===== src/rtl/joy_pkg.sv =====
// Shared constants for the dual-joystick serial link emulator.
package joy_pkg;

  // Joystick bit map, active-high pressed
  localparam int unsigned JOY_UP    = 7;
  localparam int unsigned JOY_DOWN  = 6;
  localparam int unsigned JOY_LEFT  = 5;
  localparam int unsigned JOY_RIGHT = 4;
  localparam int unsigned JOY_FIRE1 = 3;
  localparam int unsigned JOY_FIRE2 = 2;
  localparam int unsigned JOY_FIRE3 = 1;
  localparam int unsigned JOY_START = 0;

  localparam int unsigned JOY_FRAME_BITS = 16;
  // bit_cnt must hold 0..JOY_FRAME_BITS inclusive
  localparam int unsigned JOY_CNT_W = $clog2(JOY_FRAME_BITS + 1);

  localparam int unsigned JOY_FILTER_LEN_DEFAULT = 4;

  typedef logic [JOY_FRAME_BITS-1:0] joy_frame_t;

endpackage


===== src/rtl/joy_sync_filter.sv =====
// 2-FF synchronizer followed by an N-sample glitch filter; emits the filtered
// level plus single-cycle rise/fall pulses derived from it.
module joy_sync_filter
  import joy_pkg::*;
#(
  parameter logic        RESET_VAL  = 1'b0,
  parameter int unsigned FILTER_LEN = JOY_FILTER_LEN_DEFAULT
) (
  input  logic clk,
  input  logic rst,
  input  logic din,
  output logic level,
  output logic rise,
  output logic fall
);

  logic       sync1_q, sync2_q;
  logic       level_q, level_d;
  logic       prev_q;
  logic [3:0] cnt_q, cnt_d;

  // Accept a new level only after FILTER_LEN consecutive differing samples
  always_comb begin
    level_d = level_q;
    cnt_d   = '0;
    if (sync2_q != level_q) begin
      if (cnt_q == 4'(FILTER_LEN - 1)) begin
        level_d = sync2_q;
      end else begin
        cnt_d = cnt_q + 4'd1;
      end
    end
  end

  // Synchronizer, filter counter and edge-detect history
  always_ff @(posedge clk or posedge rst) begin
    if (rst) begin
      sync1_q <= RESET_VAL;
      sync2_q <= RESET_VAL;
      level_q <= RESET_VAL;
      prev_q  <= RESET_VAL;
      cnt_q   <= '0;
    end else begin
      sync1_q <= din;
      sync2_q <= sync1_q;
      level_q <= level_d;
      prev_q  <= level_q;
      cnt_q   <= cnt_d;
    end
  end

  // Pulses are asserted in the first cycle the new filtered level is visible
  assign level = level_q;
  assign rise  = level_q & ~prev_q;
  assign fall  = ~level_q & prev_q;

endmodule


===== src/rtl/joy_serializer.sv =====
// Target-side emulator of the dual-joystick parallel-in/serial-out chain.
module joy_serializer
  import joy_pkg::*;
#(
  parameter int unsigned FILTER_LEN = JOY_FILTER_LEN_DEFAULT,
  parameter logic        FILL_BIT   = 1'b0,
  parameter logic [19:0] TIMEOUT    = 20'd1_000_000
) (
  input  logic       clk,
  input  logic       rst,
  input  logic       joy_clk,
  input  logic       joy_load_n,
  input  logic [7:0] joy1,
  input  logic [7:0] joy2,
  output logic       joy_data,
  output logic       frame_done,
  output logic       link_idle
);

  logic                 clk_lvl_unused, clk_rise, clk_fall_unused;
  logic                 load_lvl, load_rise_unused, load_fall;

  joy_frame_t           joy_s1_q, joy_s2_q;
  joy_frame_t           shreg_q, shreg_d;
  logic [JOY_CNT_W-1:0] bit_cnt_q, bit_cnt_d;
  logic                 frame_done_q, frame_done_d;
  logic [19:0]          tmo_q, tmo_d;

  joy_sync_filter #(
    .RESET_VAL  (1'b0),
    .FILTER_LEN (FILTER_LEN)
  ) u_clk_filt (
    .clk   (clk),
    .rst   (rst),
    .din   (joy_clk),
    .level (clk_lvl_unused),
    .rise  (clk_rise),
    .fall  (clk_fall_unused)
  );

  joy_sync_filter #(
    .RESET_VAL  (1'b1),
    .FILTER_LEN (FILTER_LEN)
  ) u_load_filt (
    .clk   (clk),
    .rst   (rst),
    .din   (joy_load_n),
    .level (load_lvl),
    .rise  (load_rise_unused),
    .fall  (load_fall)
  );

  // Shift register, bit counter, frame-done and timeout next-state
  always_comb begin
    shreg_d   = shreg_q;
    bit_cnt_d = bit_cnt_q;
    if (!load_lvl) begin
      shreg_d   = joy_s2_q;
      bit_cnt_d = '0;
    end else if (clk_rise) begin
      shreg_d = {FILL_BIT, shreg_q[JOY_FRAME_BITS-1:1]};
      if (bit_cnt_q != JOY_CNT_W'(JOY_FRAME_BITS)) begin
        bit_cnt_d = bit_cnt_q + 1'b1;
      end
    end

    // bit_cnt is still the pre-load value in the load_fall cycle
    frame_done_d = load_fall && (bit_cnt_q >= JOY_CNT_W'(JOY_FRAME_BITS - 1));

    tmo_d = tmo_q;
    if (load_fall) begin
      tmo_d = '0;
    end else if (tmo_q != TIMEOUT) begin
      tmo_d = tmo_q + 20'd1;
    end
  end

  // State registers; timeout counter resets saturated so the link starts idle
  always_ff @(posedge clk or posedge rst) begin
    if (rst) begin
      joy_s1_q     <= '0;
      joy_s2_q     <= '0;
      shreg_q      <= '0;
      bit_cnt_q    <= '0;
      frame_done_q <= 1'b0;
      tmo_q        <= TIMEOUT;
    end else begin
      joy_s1_q     <= {joy2, joy1};
      joy_s2_q     <= joy_s1_q;
      shreg_q      <= shreg_d;
      bit_cnt_q    <= bit_cnt_d;
      frame_done_q <= frame_done_d;
      tmo_q        <= tmo_d;
    end
  end

  assign joy_data   = shreg_q[0];
  assign frame_done = frame_done_q;
  assign link_idle  = (tmo_q == TIMEOUT);

endmodule


===== config.mk =====
export PLATFORM = sky130hd
export DESIGN_NAME = joy_serializer
export DESIGN_NICKNAME = d
export VERILOG_FILES = /design/src/rtl/joy_pkg.sv /design/src/rtl/joy_sync_filter.sv /design/src/rtl/joy_serializer.sv
export SDC_FILE = /design/constraint.sdc
export NUM_CORES = 1
export LEC_CHECK = 0
export BUFFER_PORTS_ARGS = -buffer_cell sky130_fd_sc_hd__buf_4
export CAP_MARGIN = 20
export CELL_PAD_IN_SITES_DETAIL_PLACEMENT = 0
export CELL_PAD_IN_SITES_GLOBAL_PLACEMENT = 1
export CORE_MARGIN = 2
export CORE_UTILIZATION = 44
export CTS_BUF_LIST = sky130_fd_sc_hd__clkbuf_16
export DETAILED_ROUTE_END_ITERATION = 8
export PLACE_DENSITY_LB_ADDON = 0.1
export SYNTH_ARGS = -nofsm -noshare
export SYNTH_HDL_FRONTEND = slang
export SYNTH_HIERARCHICAL = 1
export SYNTH_SLANG_ARGS = --single-unit

===== constraint.sdc =====
create_clock -name clk -period 2.3 [get_ports clk]
set_input_delay 0.345 -clock clk [delete_from_list [all_inputs] [get_ports clk]]
set_output_delay 0.345 -clock clk [all_outputs]
set_load 0.05 [all_outputs]

**Word-level counts from Yosys, hierarchy flattened**

Index checks and enable logic that the tools add are counted.

- $add $sub $neg: 4
- Multiply operators: 0
- Div/mod/pow operators: 0
- Magnitude comparators: 1
- Equal/unequal tests: 9
- Shift operators: 0
- Multiplexer cells: 11
- Bitwise logic cells: 4
- Reduce and logical (&&, ||, !) cells: 5

Operator list:

| operator | number |
|---|---|
| two-way mux 20 bit | 2 |
| two-way mux 16 bit | 2 |
| adder 20 x 1 -> 20 bit (second input constant) | 1 |
| equality test 20 bit (second input constant) | 1 |
| inequality test 20 bit (second input constant) | 1 |
| two-way mux 4 bit | 4 |
| two-way mux 5 bit | 3 |
| adder 4 x 1 -> 4 bit (second input constant) | 2 |
| equality test 4 x 2 -> 1 bit (second input constant) | 2 |
| AND reduction 2 bit | 3 |
| adder 5 x 1 -> 5 bit (second input constant) | 1 |
| greater-or-equal comparator 5 x 4 -> 1 bit (second input constant) | 1 |
| inequality test 5 bit (second input constant) | 1 |
| inequality test 2 bit (second input constant) | 2 |
| AND 1 bit | 2 |
| inequality test 1 bit | 2 |
| inverter 1 bit | 2 |
| nonzero test 2 bit | 1 |
| logical AND 1 bit | 1 |

- Register bits after elaboration: 90
- Latch bits: 0
- Memory bits (writable): 0
- Bits in read-only memories: 0
- Bits of input ports: 20
- Output and inout bits: 3
- Logic and storage cells: 50
- Memories kept: 0

**Logic depth before layout (Yosys ltp)**

- Word-level depth: 4
- Mapped depth: 6
- Gate-level depth less buffers: 6

**By module**

The synthesis kept the hierarchy.

By module, submodules not included:

| module | times used | cells each | area an instance (µm²) |
|---|---|---|---|
| joy_serializer | 1 | 248 | 2,944.1 |
| joy_sync_filter (u_load_filt) | 1 | 24 | 334.1 |
| joy_sync_filter (u_clk_filt) | 1 | 24 | 329.1 |

**Worst setup path before layout**

No wires, ideal clock.

- Path kind: reg-to-reg
- Start point: reg tmo_q[16]
- End point: reg tmo_q[0]
- Library setup time: 0.125 ns
- Data arrival time: 2.447 ns
- Data required time: 2.175 ns
- Path slack: -0.272 ns
- Cell stages (with the launch flop): 5
- Path buffers: 0
- Cells stage by stage: dfstp_2 nor4b_1 nand4_1 nor4_2 mux2_2

- Longest elaborated chain between the ends: 2

RTL lines:

| item | RTL line | text |
|---|---|---|
| start: declaration | joy_serializer.sv:27 | `logic [19:0] tmo_q, tmo_d;` |
| start signal: assignment | joy_serializer.sv:93 | `tmo_q <= tmo_d;` |
| inequality test 20 bit | joy_serializer.sv:73 | `end else if (tmo_q != TIMEOUT) begin` |
| nonzero test 2 bit (no source line) | - |  |

No other way between the ends.
A chain may end at the register's enable or synchronous reset.

**Final worst setup path**

- Start point: reg tmo_q[9]
- End point: out link_idle

- Longest elaborated chain between the ends: 1

RTL lines:

| item | RTL line | text |
|---|---|---|
| equality test 20 bit | joy_serializer.sv:99 | `assign link_idle = (tmo_q == TIMEOUT);` |
| end: declaration | joy_serializer.sv:17 | `output logic link_idle` |

No other way between the ends.

==> parameters.txt <==
Parameter                              Value

Clock network
  TritonCTS Buffers    9
  Number of sinks handled by clock tree synthesis    90
  Clock latency on the worst-skew pair    0.33 ns
  Clock-pin slew on the worst setup and hold paths    0.06 ns
  CTS tree    built
  Clock Path Buffers    2
  H-tree depth reported by CTS    3
  Cell at the root of the clock tree    sky130_fd_sc_hd__clkbuf_16

Global routing
  Overall Global Routing Usage    0.1444
  GRT Residual Overflow    0
  Wire length of the first global-routing pass    9839 um
  Number of global-route vias before repair    2118
  Number of antenna violations at the first check in global routing    0
  Maximum number of pins on one net before global-route repair    75

Floorplan
  Die X    94.37 um
  Die span in y    94.37 um
  Total Die Area    8906 um2
  Count of pins on the block boundary    23
  Effective utilization at floorplan    0.4603
  Number of cell rows    32
  Core region area    7807 um2

Worst setup path
  Maximum fanout encountered on the critical timing path    4
  Crit path from    tmo_q[9]$_DFFE_PP1P_
  Type of the setup path with the least slack    reg -> out
  Stages on the worst setup path    4
  Critical path, cell by cell    nor4b_1 -> nand4b_1 -> nor4_4 -> buf_4
  Reg2Reg Setup Slack    0.29 ns
  Stage delay of the slowest cell on the critical path    0.55 ns
  Category of the worst setup path capture point    output port
  Top cell family by delay on the critical path    simple AND/OR/NAND/NOR gates
  Required time worst endpoint    1.96 ns
  Crit-path slowest cell    sky130_fd_sc_hd__dfstp_2
  Startpoint Class    flip-flop
  R2R cell count    4
  Data arrival time of the critical path    1.80 ns
  Reg2reg end    tmo_q[17]$_DFFE_PP1P_
  Worst r2r src    tmo_q[2]$_DFFE_PP0P_
  Critical path capture point    link_idle
  Number of buffer and inverter stages on the critical path    1

Timing
  Transition time at the pin with the least slew margin    0.8512 ns
  Timing-limited maximum frequency    466.9 MHz
  Number of setup violations in the final report    0
  Worst rel slew slack    0.4325
  Clock skew    0.004203 ns
  Number of hold violations in the final report    0
  Final min period    2.142 ns
  Sum of negative setup slack    0 ns
  Hold slack    0.1174 ns
  Final period utilization    0.9312
  Unrepaired setup endpoints after global routing    no
  Max Slew Vio Count    0

Route
  Post-route DRC    0
  Number of optimization iterations in the first detailed-route pass    4
  Vias    2175
  Total wire length    5692 um
  Detail-routed net length per standard cell    13.24 um
  Via count normalized by instance count    5.058
  First-iteration detailed-routing DRC count    116
  Final antenna-violating net count    0

Placed design
  DP HPWL    3711 um
  Placed Area    3894 um2
  Last weighted congestion value of the routability-driven placer    0.7806
  Count of input and output buffers    22

Synthesis
  Synthesized instance count    294
  Number of warnings printed during yosys synthesis    6
  Synth Area per Inst    12.22 um2
  Total standard cell area after synthesis    3593 um2
  Syn nets    321

Power and ir drop
  Leakage Power    1.791 nW
  Design Power    4.395 mW
  VDD IR max    0.5261 mV
  Pwr Density    1049 nW/um2

Flow run
  Max Cap Viol    0

Run status
  Outcome    finished, final reports clean

Final layout
  Finished layout cell area    4188 um2
  Antenna Diode Count    0
  Fraction of final layout cells sized beyond drive strength 1    0.2012
  # fillers    690
  Final net count    350
  Area growth from synthesis to layout    16.54%

Hold path
  Tightest Hold Check Type    in -> reg
  Count of cells along the worst hold path    1
[how the worst min path moves through the flow]
stage	from	end	slack, ns
floorplan	rst	u_load_filt/cnt_q[0]$_DFF_PP0_	0.16
global placement	rst	u_load_filt/cnt_q[0]$_DFF_PP0_	0.33
detailed placement	rst	u_load_filt/cnt_q[0]$_DFF_PP0_	0.33
CTS	joy1[1]	joy_s1_q[1]$_DFF_PP0_	0.10
global route	joy_clk	u_clk_filt/sync1_q$_DFF_PP0_	0.10
finish	joy2[4]	joy_s1_q[12]$_DFF_PP0_	0.12
[worst register-to-register path: cells and delay by family (launching register included)]
family / cells / cell delay [ns]
AND/OR/NAND/NOR: 3 / 1.23
flip-flops: 1 / 0.54
AO/OA/AOI/OAI: 1 / 0.15
[state kept, by name (all words and copies together) (netlist names), 4 cells and up]
register           flops
bit_cnt_q              5
shreg_q               16
tmo_q                 20
joy_s2_q              16
joy_s1_q              16
u_clk_filt/cnt_q       4
u_load_filt/cnt_q      4
[cells in the final DEF (no fill, tap or decap), types with 2 or more instances in the layout]
master and instances:
sky130_fd_sc_hd__a2111oi_2 2, sky130_fd_sc_hd__a21oi_1 26, sky130_fd_sc_hd__and4_1 3, sky130_fd_sc_hd__buf_4 25
sky130_fd_sc_hd__clkbuf_16 9, sky130_fd_sc_hd__clkinvlp_4 2, sky130_fd_sc_hd__dfrtp_1 79, sky130_fd_sc_hd__dfstp_2 11
sky130_fd_sc_hd__ha_1 7, sky130_fd_sc_hd__inv_1 15, sky130_fd_sc_hd__mux2_1 2, sky130_fd_sc_hd__mux2_2 2
sky130_fd_sc_hd__mux2i_1 17, sky130_fd_sc_hd__nand2_1 6, sky130_fd_sc_hd__nand2b_1 2, sky130_fd_sc_hd__nand3_1 8
sky130_fd_sc_hd__nand3b_1 2, sky130_fd_sc_hd__nand4_1 5, sky130_fd_sc_hd__nand4_4 2, sky130_fd_sc_hd__nor2_1 34
sky130_fd_sc_hd__nor2b_1 3, sky130_fd_sc_hd__nor3_1 5, sky130_fd_sc_hd__nor3b_2 2, sky130_fd_sc_hd__nor4_1 2
sky130_fd_sc_hd__nor4b_1 2, sky130_fd_sc_hd__o21ai_0 8, sky130_fd_sc_hd__o22ai_1 4, sky130_fd_sc_hd__or2b_1 3
sky130_fd_sc_hd__or3_1 6, sky130_fd_sc_hd__xnor2_1 10, sky130_fd_sc_hd__xor2_1 3
[metal layers]
metal,track usage,share of wire,up-vias,wire [um]
met4,0.05072,0.013,0,72
li1,-,-,1077,-
met2,0.2244,0.46,24,2629
met3,0.04789,0.028,6,161
met5,0,0,-,0
met1,0.1913,0.50,1068,2828
[power by group]
group | internal (mW) | switching, mW | leakage, nW
Sequential | 1.88 | 0.218 | 1.08
Combinational | 0.416 | 0.567 | 0.578
Clock | 0.727 | 0.582 | 0.131
[metrics by stage]
stage | cells | util | setup WS, ns
3_3_place_gp | 412 | 0.4987 | 0.3103
2_1_floorplan | 294 | - | 0.08329
6_report | 430 | 0.5364 | 0.1582
5_1_grt | 430 | 0.5364 | 0.01737
4_1_cts | 430 | 0.5356 | 0.08951
3_5_place_dp | 412 | 0.4987 | 0.2895
[area by class of cell]
cell class,instances,area (um2),area share
flip-flops and latches,90,2266,0.5411
multi-input cells,180,1250,0.2985
clock buffers,9,225.2,0.05378
repair buffers,27,217.7,0.05199
well taps,102,127.6,0.03047
inverters,15,56.30,0.01344
clock inverters,7,45.04,0.01076
[what timing repair did]
action	in CTS	in global routing
resized for setup	0	1
setup buffers	1	0
hold buffers	1	0
endpoints found under the setup margin	1	1
pin swaps	1	0
endpoints found under the hold margin	12	0
Note: power is estimated with default switching activity, not from simulation.
